==> config.mk <==
export PLATFORM = sky130hd
export DESIGN_NAME = dm_arbiter
export DESIGN_NICKNAME = d
export VERILOG_FILES = /design/src/rtl/dm_arbiter_pkg.sv /design/src/rtl/dm_arb_pick.sv /design/src/rtl/dm_arbiter.sv
export SDC_FILE = /design/constraint.sdc
export NUM_CORES = 1
export LEC_CHECK = 0
export ABC_AREA = 1
export BUFFER_PORTS_ARGS = -buffer_cell sky130_fd_sc_hd__clkbuf_2
export CELL_PAD_IN_SITES_DETAIL_PLACEMENT = 0
export CELL_PAD_IN_SITES_GLOBAL_PLACEMENT = 1
export CORE_MARGIN = 10
export CORE_UTILIZATION = 35
export DETAILED_ROUTE_END_ITERATION = 10
export PLACE_DENSITY_LB_ADDON = 0.1
export SYNTH_ARGS = -nofsm -noshare
export SYNTH_HDL_FRONTEND = slang
export SYNTH_SLANG_ARGS = --single-unit
==> constraint.sdc <==
create_clock -name clk_i -period 9.7 [get_ports clk_i]
set_input_delay 1.94 -clock clk_i [delete_from_list [all_inputs] [get_ports clk_i]]
set_output_delay 1.94 -clock clk_i [all_outputs]
set_load 0.03 [all_outputs]
==> src/rtl/dm_arbiter_pkg.sv <==
// Shared encodings for the data-memory arbiter: access sizes, data base address,
// owner ids, FSM state encoding and the misalignment predicate.
package dm_arbiter_pkg;

  // Access size encodings used by the load/store unit and the DM.
  localparam logic [1:0] MEM_BYTE = 2'd0;
  localparam logic [1:0] MEM_HALF = 2'd1;
  localparam logic [1:0] MEM_WORD = 2'd2;

  localparam logic [31:0] DATA_BASE_ADDRESS = 32'h0000_1000;

  // Owner ids for the access currently being serviced.
  localparam logic ARB_CPU = 1'b0;
  localparam logic ARB_DMA = 1'b1;

  typedef enum logic [1:0] {
    ARB_IDLE  = 2'd0,
    ARB_ISSUE = 2'd1,
    ARB_RESP  = 2'd2
  } arb_state_e;

  function automatic logic is_misaligned(logic [1:0] op, logic [1:0] addr_lo);
    return ((op == MEM_HALF) && addr_lo[0]) || ((op == MEM_WORD) && (addr_lo != 2'b00));
  endfunction

endpackage

==> src/rtl/dm_arb_pick.sv <==
// Combinational grant selection for the DM arbiter.
// Ports:
//   cpu_req_i, dma_req_i : pending requests
//   wait_cnt_i           : consecutive CPU grants taken while DMA was pending
//   grant_valid_o        : at least one request pending
//   grant_id_o           : ARB_CPU or ARB_DMA
module dm_arb_pick
  import dm_arbiter_pkg::*;
#(
  parameter int unsigned MaxWait = 4,
  parameter int unsigned CntW    = 3
) (
  input  logic            cpu_req_i,
  input  logic            dma_req_i,
  input  logic [CntW-1:0] wait_cnt_i,
  output logic            grant_valid_o,
  output logic            grant_id_o
);

  always_comb begin
    grant_valid_o = cpu_req_i | dma_req_i;
    grant_id_o    = ARB_CPU;
    // CPU has priority until DMA has watched MaxWait CPU grants go by.
    if (dma_req_i && (!cpu_req_i || (wait_cnt_i == CntW'(MaxWait)))) begin
      grant_id_o = ARB_DMA;
    end
  end

endmodule

==> src/rtl/dm_arbiter.sv <==
// Shares the single data-memory port between the CPU load/store unit and a
// DMA/debug requester. Each access runs IDLE -> ISSUE -> RESP; the winner's
// fields are held in registers that drive the DM port, and the owner gets a
// one-cycle ack with registered read data.
// Ports:
//   clk_i, rst_i        : clock, asynchronous active-high reset
//   cpu_*_i / cpu_*_o   : CPU request (req/wr/op/ext/addr/wdata) and response (ack/rdata/err)
//   dma_*_i / dma_*_o   : DMA request and response, same layout as CPU
//   dm_*_o, dm_dout_i   : DM port (write enable, size, extension, address, data in/out)
// Build option: define MISALIGN_TRAP_EN to answer misaligned half/word accesses
// with ack+err without touching DM; otherwise they are forwarded unchanged.
module dm_arbiter
  import dm_arbiter_pkg::*;
#(
  parameter int unsigned AW       = 32,
  parameter int unsigned DW       = 32,
  parameter int unsigned MAX_WAIT = 4
) (
  input  logic          clk_i,
  input  logic          rst_i,
  input  logic          cpu_req_i,
  input  logic          cpu_wr_i,
  input  logic [1:0]    cpu_op_i,
  input  logic          cpu_ext_i,
  input  logic [AW-1:0] cpu_addr_i,
  input  logic [DW-1:0] cpu_wdata_i,
  output logic          cpu_ack_o,
  output logic [DW-1:0] cpu_rdata_o,
  output logic          cpu_err_o,
  input  logic          dma_req_i,
  input  logic          dma_wr_i,
  input  logic [1:0]    dma_op_i,
  input  logic          dma_ext_i,
  input  logic [AW-1:0] dma_addr_i,
  input  logic [DW-1:0] dma_wdata_i,
  output logic          dma_ack_o,
  output logic [DW-1:0] dma_rdata_o,
  output logic          dma_err_o,
  output logic          dm_wr_o,
  output logic [1:0]    dm_op_o,
  output logic          dm_ext_o,
  output logic [AW-1:0] dm_addr_o,
  output logic [DW-1:0] dm_din_o,
  input  logic [DW-1:0] dm_dout_i
);

  localparam int unsigned CntW = $clog2(MAX_WAIT + 1);

`ifdef MISALIGN_TRAP_EN
  localparam bit TrapEn = 1'b1;
`else
  localparam bit TrapEn = 1'b0;
`endif

  arb_state_e      state_q, state_d;
  logic [CntW-1:0] wait_cnt_q, wait_cnt_d;
  logic            owner_q, owner_d;
  logic            wr_q, wr_d;
  logic            ext_q, ext_d;
  logic            err_q, err_d;
  logic [1:0]      op_q, op_d;
  logic [AW-1:0]   addr_q, addr_d;
  logic [DW-1:0]   wdata_q, wdata_d;
  logic [DW-1:0]   cpu_rdata_q, cpu_rdata_d;
  logic [DW-1:0]   dma_rdata_q, dma_rdata_d;

  logic            grant_valid, grant_id;
  logic            sel_wr, sel_ext, trap;
  logic [1:0]      sel_op;
  logic [AW-1:0]   sel_addr;
  logic [DW-1:0]   sel_wdata;

  dm_arb_pick #(
    .MaxWait(MAX_WAIT),
    .CntW   (CntW)
  ) u_pick (
    .cpu_req_i    (cpu_req_i),
    .dma_req_i    (dma_req_i),
    .wait_cnt_i   (wait_cnt_q),
    .grant_valid_o(grant_valid),
    .grant_id_o   (grant_id)
  );

  // Winner's request fields.
  always_comb begin
    if (grant_id == ARB_DMA) begin
      sel_wr    = dma_wr_i;
      sel_op    = dma_op_i;
      sel_ext   = dma_ext_i;
      sel_addr  = dma_addr_i;
      sel_wdata = dma_wdata_i;
    end else begin
      sel_wr    = cpu_wr_i;
      sel_op    = cpu_op_i;
      sel_ext   = cpu_ext_i;
      sel_addr  = cpu_addr_i;
      sel_wdata = cpu_wdata_i;
    end
    trap = TrapEn && is_misaligned(sel_op, sel_addr[1:0]);
  end

  // FSM state register.
  always_ff @(posedge clk_i or posedge rst_i) begin
    if (rst_i) begin
      state_q <= ARB_IDLE;
    end else begin
      state_q <= state_d;
    end
  end

  // FSM next state; a trapped access skips the DM cycle.
  always_comb begin
    state_d = state_q;
    unique case (state_q)
      ARB_IDLE:  if (grant_valid) state_d = trap ? ARB_RESP : ARB_ISSUE;
      ARB_ISSUE: state_d = ARB_RESP;
      ARB_RESP:  state_d = ARB_IDLE;
      default:   state_d = ARB_IDLE;
    endcase
  end

  // Holding registers, starvation counter and read-data next state.
  always_comb begin
    wait_cnt_d  = wait_cnt_q;
    owner_d     = owner_q;
    wr_d        = wr_q;
    op_d        = op_q;
    ext_d       = ext_q;
    addr_d      = addr_q;
    wdata_d     = wdata_q;
    err_d       = err_q;
    cpu_rdata_d = cpu_rdata_q;
    dma_rdata_d = dma_rdata_q;

    if (state_q == ARB_IDLE) begin
      if (grant_valid) begin
        owner_d = grant_id;
        wr_d    = sel_wr;
        op_d    = sel_op;
        ext_d   = sel_ext;
        addr_d  = sel_addr;
        wdata_d = sel_wdata;
        err_d   = trap;
        if ((grant_id == ARB_CPU) && dma_req_i) begin
          if (wait_cnt_q != CntW'(MAX_WAIT)) wait_cnt_d = wait_cnt_q + CntW'(1);
        end else begin
          wait_cnt_d = '0;
        end
      end else begin
        wait_cnt_d = '0;
      end
    end

    // DM read data is valid during ISSUE; stores leave rdata alone.
    if ((state_q == ARB_ISSUE) && !wr_q) begin
      if (owner_q == ARB_DMA) dma_rdata_d = dm_dout_i;
      else                    cpu_rdata_d = dm_dout_i;
    end
  end

  always_ff @(posedge clk_i or posedge rst_i) begin
    if (rst_i) begin
      wait_cnt_q  <= '0;
      owner_q     <= ARB_CPU;
      wr_q        <= 1'b0;
      op_q        <= '0;
      ext_q       <= 1'b0;
      addr_q      <= '0;
      wdata_q     <= '0;
      err_q       <= 1'b0;
      cpu_rdata_q <= '0;
      dma_rdata_q <= '0;
    end else begin
      wait_cnt_q  <= wait_cnt_d;
      owner_q     <= owner_d;
      wr_q        <= wr_d;
      op_q        <= op_d;
      ext_q       <= ext_d;
      addr_q      <= addr_d;
      wdata_q     <= wdata_d;
      err_q       <= err_d;
      cpu_rdata_q <= cpu_rdata_d;
      dma_rdata_q <= dma_rdata_d;
    end
  end

  // Outputs decode from registered state only; dm_wr falls with reset asynchronously.
  always_comb begin
    dm_wr_o     = (state_q == ARB_ISSUE) && wr_q;
    dm_op_o     = op_q;
    dm_ext_o    = ext_q;
    dm_addr_o   = addr_q;
    dm_din_o    = wdata_q;
    cpu_ack_o   = (state_q == ARB_RESP) && (owner_q == ARB_CPU);
    dma_ack_o   = (state_q == ARB_RESP) && (owner_q == ARB_DMA);
    cpu_err_o   = cpu_ack_o && err_q;
    dma_err_o   = dma_ack_o && err_q;
    cpu_rdata_o = cpu_rdata_q;
    dma_rdata_o = dma_rdata_q;
  end

endmodule

After elaboration in Yosys (flattened, before gate mapping)
Cells that the tools add are included.
W data, S select, Z words.
{"block": "totals", "ff_bits": 138, "in_bits": 172, "output_inout_bits": 136, "wordCells": 45}
{"block": "op_classes", "n_mux": 11, "n_eq_ne": 6, "n_bitwise": 3, "reduce_logical": 14, "addsub": 1}
{"op": "$mux W32", "n": 2}
{"op": "$mux W3", "n": 3}
{"op": "$reduce_and A2 Y1", "n": 4}
{"op": "$logic_and A1 B1 Y1", "n": 6}
{"op": "$mux W2", "n": 2}
{"op": "$pmux W2 S2", "n": 1}
{"op": "$add A3 B1 Y3 const B", "n": 1}
{"op": "$eq A3 B3 Y1 const B", "n": 1}
{"op": "$mux W1", "n": 3}
{"op": "$ne A3 B2 Y1 const B", "n": 1}
{"op": "$ne A3 B3 Y1 const B", "n": 1}
{"op": "$eq A2 B1 Y1 const B", "n": 1}
{"op": "$eq A2 B2 Y1 const B", "n": 1}
{"op": "$logic_not A1 Y1", "n": 2}
{"op": "$logic_not A2 Y1", "n": 1}
{"op": "$ne A2 B2 Y1 const B", "n": 1}
{"op": "$not A1 Y1", "n": 2}
{"op": "$logic_or A1 B1 Y1", "n": 1}
{"op": "$or A1 B1 Y1", "n": 1}

Depth between registers and ports, before layout
{"block": "logic_depth", "depth_word": 8, "ltp_mapped": 10, "mapped_depth_nobuf": 8}

Cells and area by module
A second synthesis with hierarchy kept.
{"block": "hier_totals", "cells_unflattened": 794, "hier_area_um2": 6379.9}
{"module": "dm_arbiter", "seq_area_each_um2": 3453.3, "n_inst": 1, "cells_per_inst": 789, "area_per_inst_um2": 6353.6}
{"module": "dm_arb_pick", "seq_area_each_um2": 0.0, "n_inst": 1, "cells_per_inst": 5, "area_per_inst_um2": 26.3}

Least setup slack after synthesis
No wires, ideal clock.
{"block": "synth_timing", "kind": "flip-flop to output port", "startpoint": "reg state_q[1]", "endpoint": "out dma_ack_o", "stages_incl_launch_ff": 3, "arrival_ps": 1223, "path_slack_ps": 6537, "required_ps": 7760, "path_buffers": 0, "path_cell_list": "dfrtp_1 -> inv_1 -> nor3_1"}
{"block": "synth_via", "elab_chain_cells": 2}
{"element": "start, declared", "line": "dm_arbiter.sv:55", "text": "arb_state_e state_q, state_d;"}
{"element": "start signal, assigned", "line": "dm_arbiter.sv:107", "text": "state_q <= state_d;"}
{"element": "$eq A2 B2 Y1", "line": "dm_arbiter.sv:195", "text": "dma_ack_o = (state_q == ARB_RESP) && (owner_q == ARB_DMA);"}
{"element": "$logic_and A1 B1 Y1", "line": "dm_arbiter.sv:195"}
{"element": "end, declared", "line": "dm_arbiter.sv:36", "text": "output logic dma_ack_o,"}
Every way passes these cells.

Final worst setup path
{"block": "layout_timing", "startpoint": "in dma_req_i", "endpoint": "reg wdata_q[29] (netlist: dm_din_o[29])"}
{"block": "layout_via", "elab_chain_cells": 3, "word_cells_on_any_way": 5, "classes_between": "mux: 2; bitwise: 1; reduce/logical: 2"}
{"element": "start, declared", "line": "dm_arbiter.sv:30", "text": "input logic dma_req_i,"}
{"element": "$logic_and A1 B1 Y1", "line": "dm_arb_pick.sv:24", "text": "if (dma_req_i && (!cpu_req_i || (wait_cnt_i == CntW'(MaxWait)))) begin"}
{"element": "$mux W1", "line": "dm_arb_pick.sv:24"}
{"element": "$mux W32", "line": "dm_arbiter.sv:86", "text": "if (grant_id == ARB_DMA) begin"}
{"element": "end signal, assigned", "line": "dm_arbiter.sv:180", "text": "wdata_q <= wdata_d;"}
{"element": "end, declared", "line": "dm_arbiter.sv:63", "text": "logic [DW-1:0] wdata_q, wdata_d;"}
Several ways; a longest one is shown, not always the timed one.
A chain may end at the register's enable or synchronous reset.

==> results.json <==
{
  "outcome": "completed",
  "max-slew-margin-rel_pct": 45.3,
  "layout_commonest_cell": "sky130_fd_sc_hd__clkbuf_2",
  "rr_startpoint": "wait_cnt_q[0]$_DFFE_PP0P_",
  "critical_path.max_fanout": 71,
  "drive_gt1_share_pct": 30.6,
  "critical_path_required_ps": 10060,
  "slew_viol_final": 0,
  "clock_tree.htree_level_count": 4,
  "critical_path.startpoint_type": "input port",
  "viasPerCell": 4.43,
  "initial_antenna_violation_count": 2,
  "drt-wirelength-per-cell_um": 15.6,
  "grt_setup_unrepaired": "false",
  "final_setup_vio_count": 0,
  "place.port_buffers": 305,
  "die-height_um": 157,
  "design.die.area_mm2": 0.0246,
  "finish.net_count": 1313,
  "end_kind": "flop",
  "ios": 308,
  "final_critical_path_setup_slack_ps": 6080,
  "min_period_over_period_pct": 37.3,
  "drt-initial-drc-count": 317,
  "finalHoldViolCount": 0,
  "drt_pass1_iterations": 6,
  "path_buf_inv": 4,
  "timing.critical_path.arrival_ps": 3980,
  "post-cts-setup-buffers": 0,
  "netlist_instances": 858,
  "synth-simple-area-share_pct": 27.4,
  "post_synth_mux_area_share_pct": 0,
  "worst_slew_pin_tran_ps": 820,
  "grt_usage_pct": 17.3,
  "post_cts.resized_instances": 0,
  "synth_seq_area_share_pct": 52.6,
  "grt_start_max_net_pins": 85,
  "synthXorXnorAreaFrac_pct": 0.133,
  "fin_setup_tns_ps": 0,
  "cts_buffers": 17,
  "rows": 50,
  "finalCriticalPeriod_ps": 3620,
  "path_delay_family": "buffers and inverters",
  "cp_cell_sequence": "clkbuf_2 > buf_4 > o21ai_4 > inv_2 > buf_4 > nand3_1 > nand2_1",
  "cts.path.max_buffers": 2,
  "numClockSinks": 138,
  "p_leak_uw": 0.00541,
  "syn_avg_cell_area_um2": 7.66,
  "placement.cell_area_mm2": 0.00819,
  "setup.worst_path.start": "dma_req_i",
  "max-cap-violations": 0,
  "hold_buffers": 0,
  "final_setup_skew_ps": 15.1,
  "yosysWarningCount": 0,
  "min_from": "dm_din_o[13]$_DFFE_PP0P_",
  "netlist_area_mm2": 0.00657,
  "ys_seq_elements": 138,
  "worstHoldPathType": "reg2reg",
  "clk_root_buffer_cell": "sky130_fd_sc_hd__clkbuf_16",
  "timing.critical_path.slowest_stage_cell": "sky130_fd_sc_hd__buf_4",
  "crit_path_frequent_cell": "sky130_fd_sc_hd__buf_4",
  "synth_fa_ha_area_share_pct": 0.381,
  "worst_path_largest_cell_delay_ps": 630,
  "powerDensity_mw_per_mm2": 358,
  "num_vias": 6142,
  "grt_pass1_vias": 6227,
  "fmaxAchievable_mhz": 276,
  "grt.overflow.total": 0,
  "vdd_ir_drop_max_mv": 0.114,
  "coreArea_mm2": 0.0186,
  "place.gp.congestion": 0.809,
  "area_delta_synth_final_pct": 33.3,
  "tritoncts": "built",
  "worstSkewPairLatency_ps": 420,
  "initial_core_util_pct": 35.4,
  "synth_compound_gate_area_share_pct": 5.31,
  "place_ws_ps": 5570,
  "critPathKind": "in2reg",
  "dp_hpwl_um": 15400,
  "combinational_family_with_the_most_area_after_synthesis": "simple AND/OR/NAND/NOR gates",
  "final_antenna_net_count": 0,
  "clock_pin_transition_on_the_worst_setup_and_hold_timing_paths_ps": 60,
  "detail_route.drc_violations": 0,
  "detail_route.wirelength_um": 21600,
  "wire_length_of_the_first_global_routing_pass_um": 33600,
  "floorplan.die.width_um": 157,
  "most-common-layout-cells": "sky130_fd_sc_hd__clkbuf_2 (305), sky130_fd_sc_hd__nand2_1 (271), sky130_fd_sc_hd__inv_1 (174)",
  "final_area_mm2": 0.00875,
  "yosysUniqueCellTypes": 22
}
==> worst paths after layout <==
check | end | slack [ps] | cells after the start
min in group asynchronous | dma_rdata_o[25]$_DFFE_PP0P_ | 1650 | 2
max in group asynchronous | dm_addr_o[31]$_DFFE_PP0P_ | 6770 | 3
setup reg to reg | dm_din_o[19]$_DFFE_PP0P_ | 7630 | 9
hold / removal | dm_din_o[13]$_DFFE_PP0P_ | 470 | 2
hold reg to reg | dm_din_o[13]$_DFFE_PP0P_ | 470 | 2
setup / recovery | dm_din_o[29]$_DFFE_PP0P_ | 6080 | 7
==> tightest hold or removal path, delay by kind of cell, from the launching register on <==
family / cells / cell delay [ps]
AND/OR/NAND/NOR: 2 / 100
flip-flops: 1 / 340
==> stage by stage <==
stage / std cells / util, % / hold slack [ps] / total power [uW]
CTS: 1386 / 47.1 / 481 / 3190
global route: 1386 / 47.1 / 490 / 3360
finish: 1388 / 47.1 / 475 / 3140
floorplan: 859 / - / 449 / 2060
detailed placement: 1354 / 44.1 / 465 / 2560
global placement: 1354 / 44.1 / 463 / 2550
==> report_power, final <==
part	switching, uW	internal [uW]	leakage, uW
Clock	270	347	0.000275
Sequential	162	865	0.00168
Combinational	1100	395	0.00346
==> cells by family after synthesis <==
logic type	count (synthesis)
and+or+nand+nor	420
buffers and inverters	227
DFF	138
AOI/OAI and AO/OA	69
adders and majority gates	2
xor gates and xnor gates	1
other	1
==> cell usage after synthesis (all sizes together) <==
library cell,number,area [um2]
buf,28,179
clkbuf,22,86.3
conb,1,3.75
dfrtp,138,3450
ha,2,25.0
inv,177,664
nand2,273,1030
nand3,141,731
nor2,3,26.3
nor3,3,15.0
o21ai,69,349
xor2,1,8.76
==> flip-flops by register name, indices dropped and copies added, names as in the netlist, 2 cells and up <==
name         cells
dm_addr_o       32
state_q          2
wait_cnt_q       3
dm_din_o        32
dma_rdata_o     32
dm_op_o          2
cpu_rdata_o     32
==> layout make-up <==
cell class,count,area [um2]
Fill cell,1992,9830
Sequential cell,138,3450
Multi-Input combinational cell,494,2200
Timing Repair Buffer,311,1570
Inverter,177,669
Clock buffer,19,453
Tap cell,234,293
Clock inverter,13,109
Antenna cell,2,5.00
==> layer usage <==
layer  track usage (%)  up-vias  wire length (um)
met3              7.48       21              2240
met1              21.0     2755              9190
li1                  -     3150                 -
met5                 0        -                 0
met2              27.0      216              9880
met4              5.66        0               319
Power figures use the tool's default switching activity.
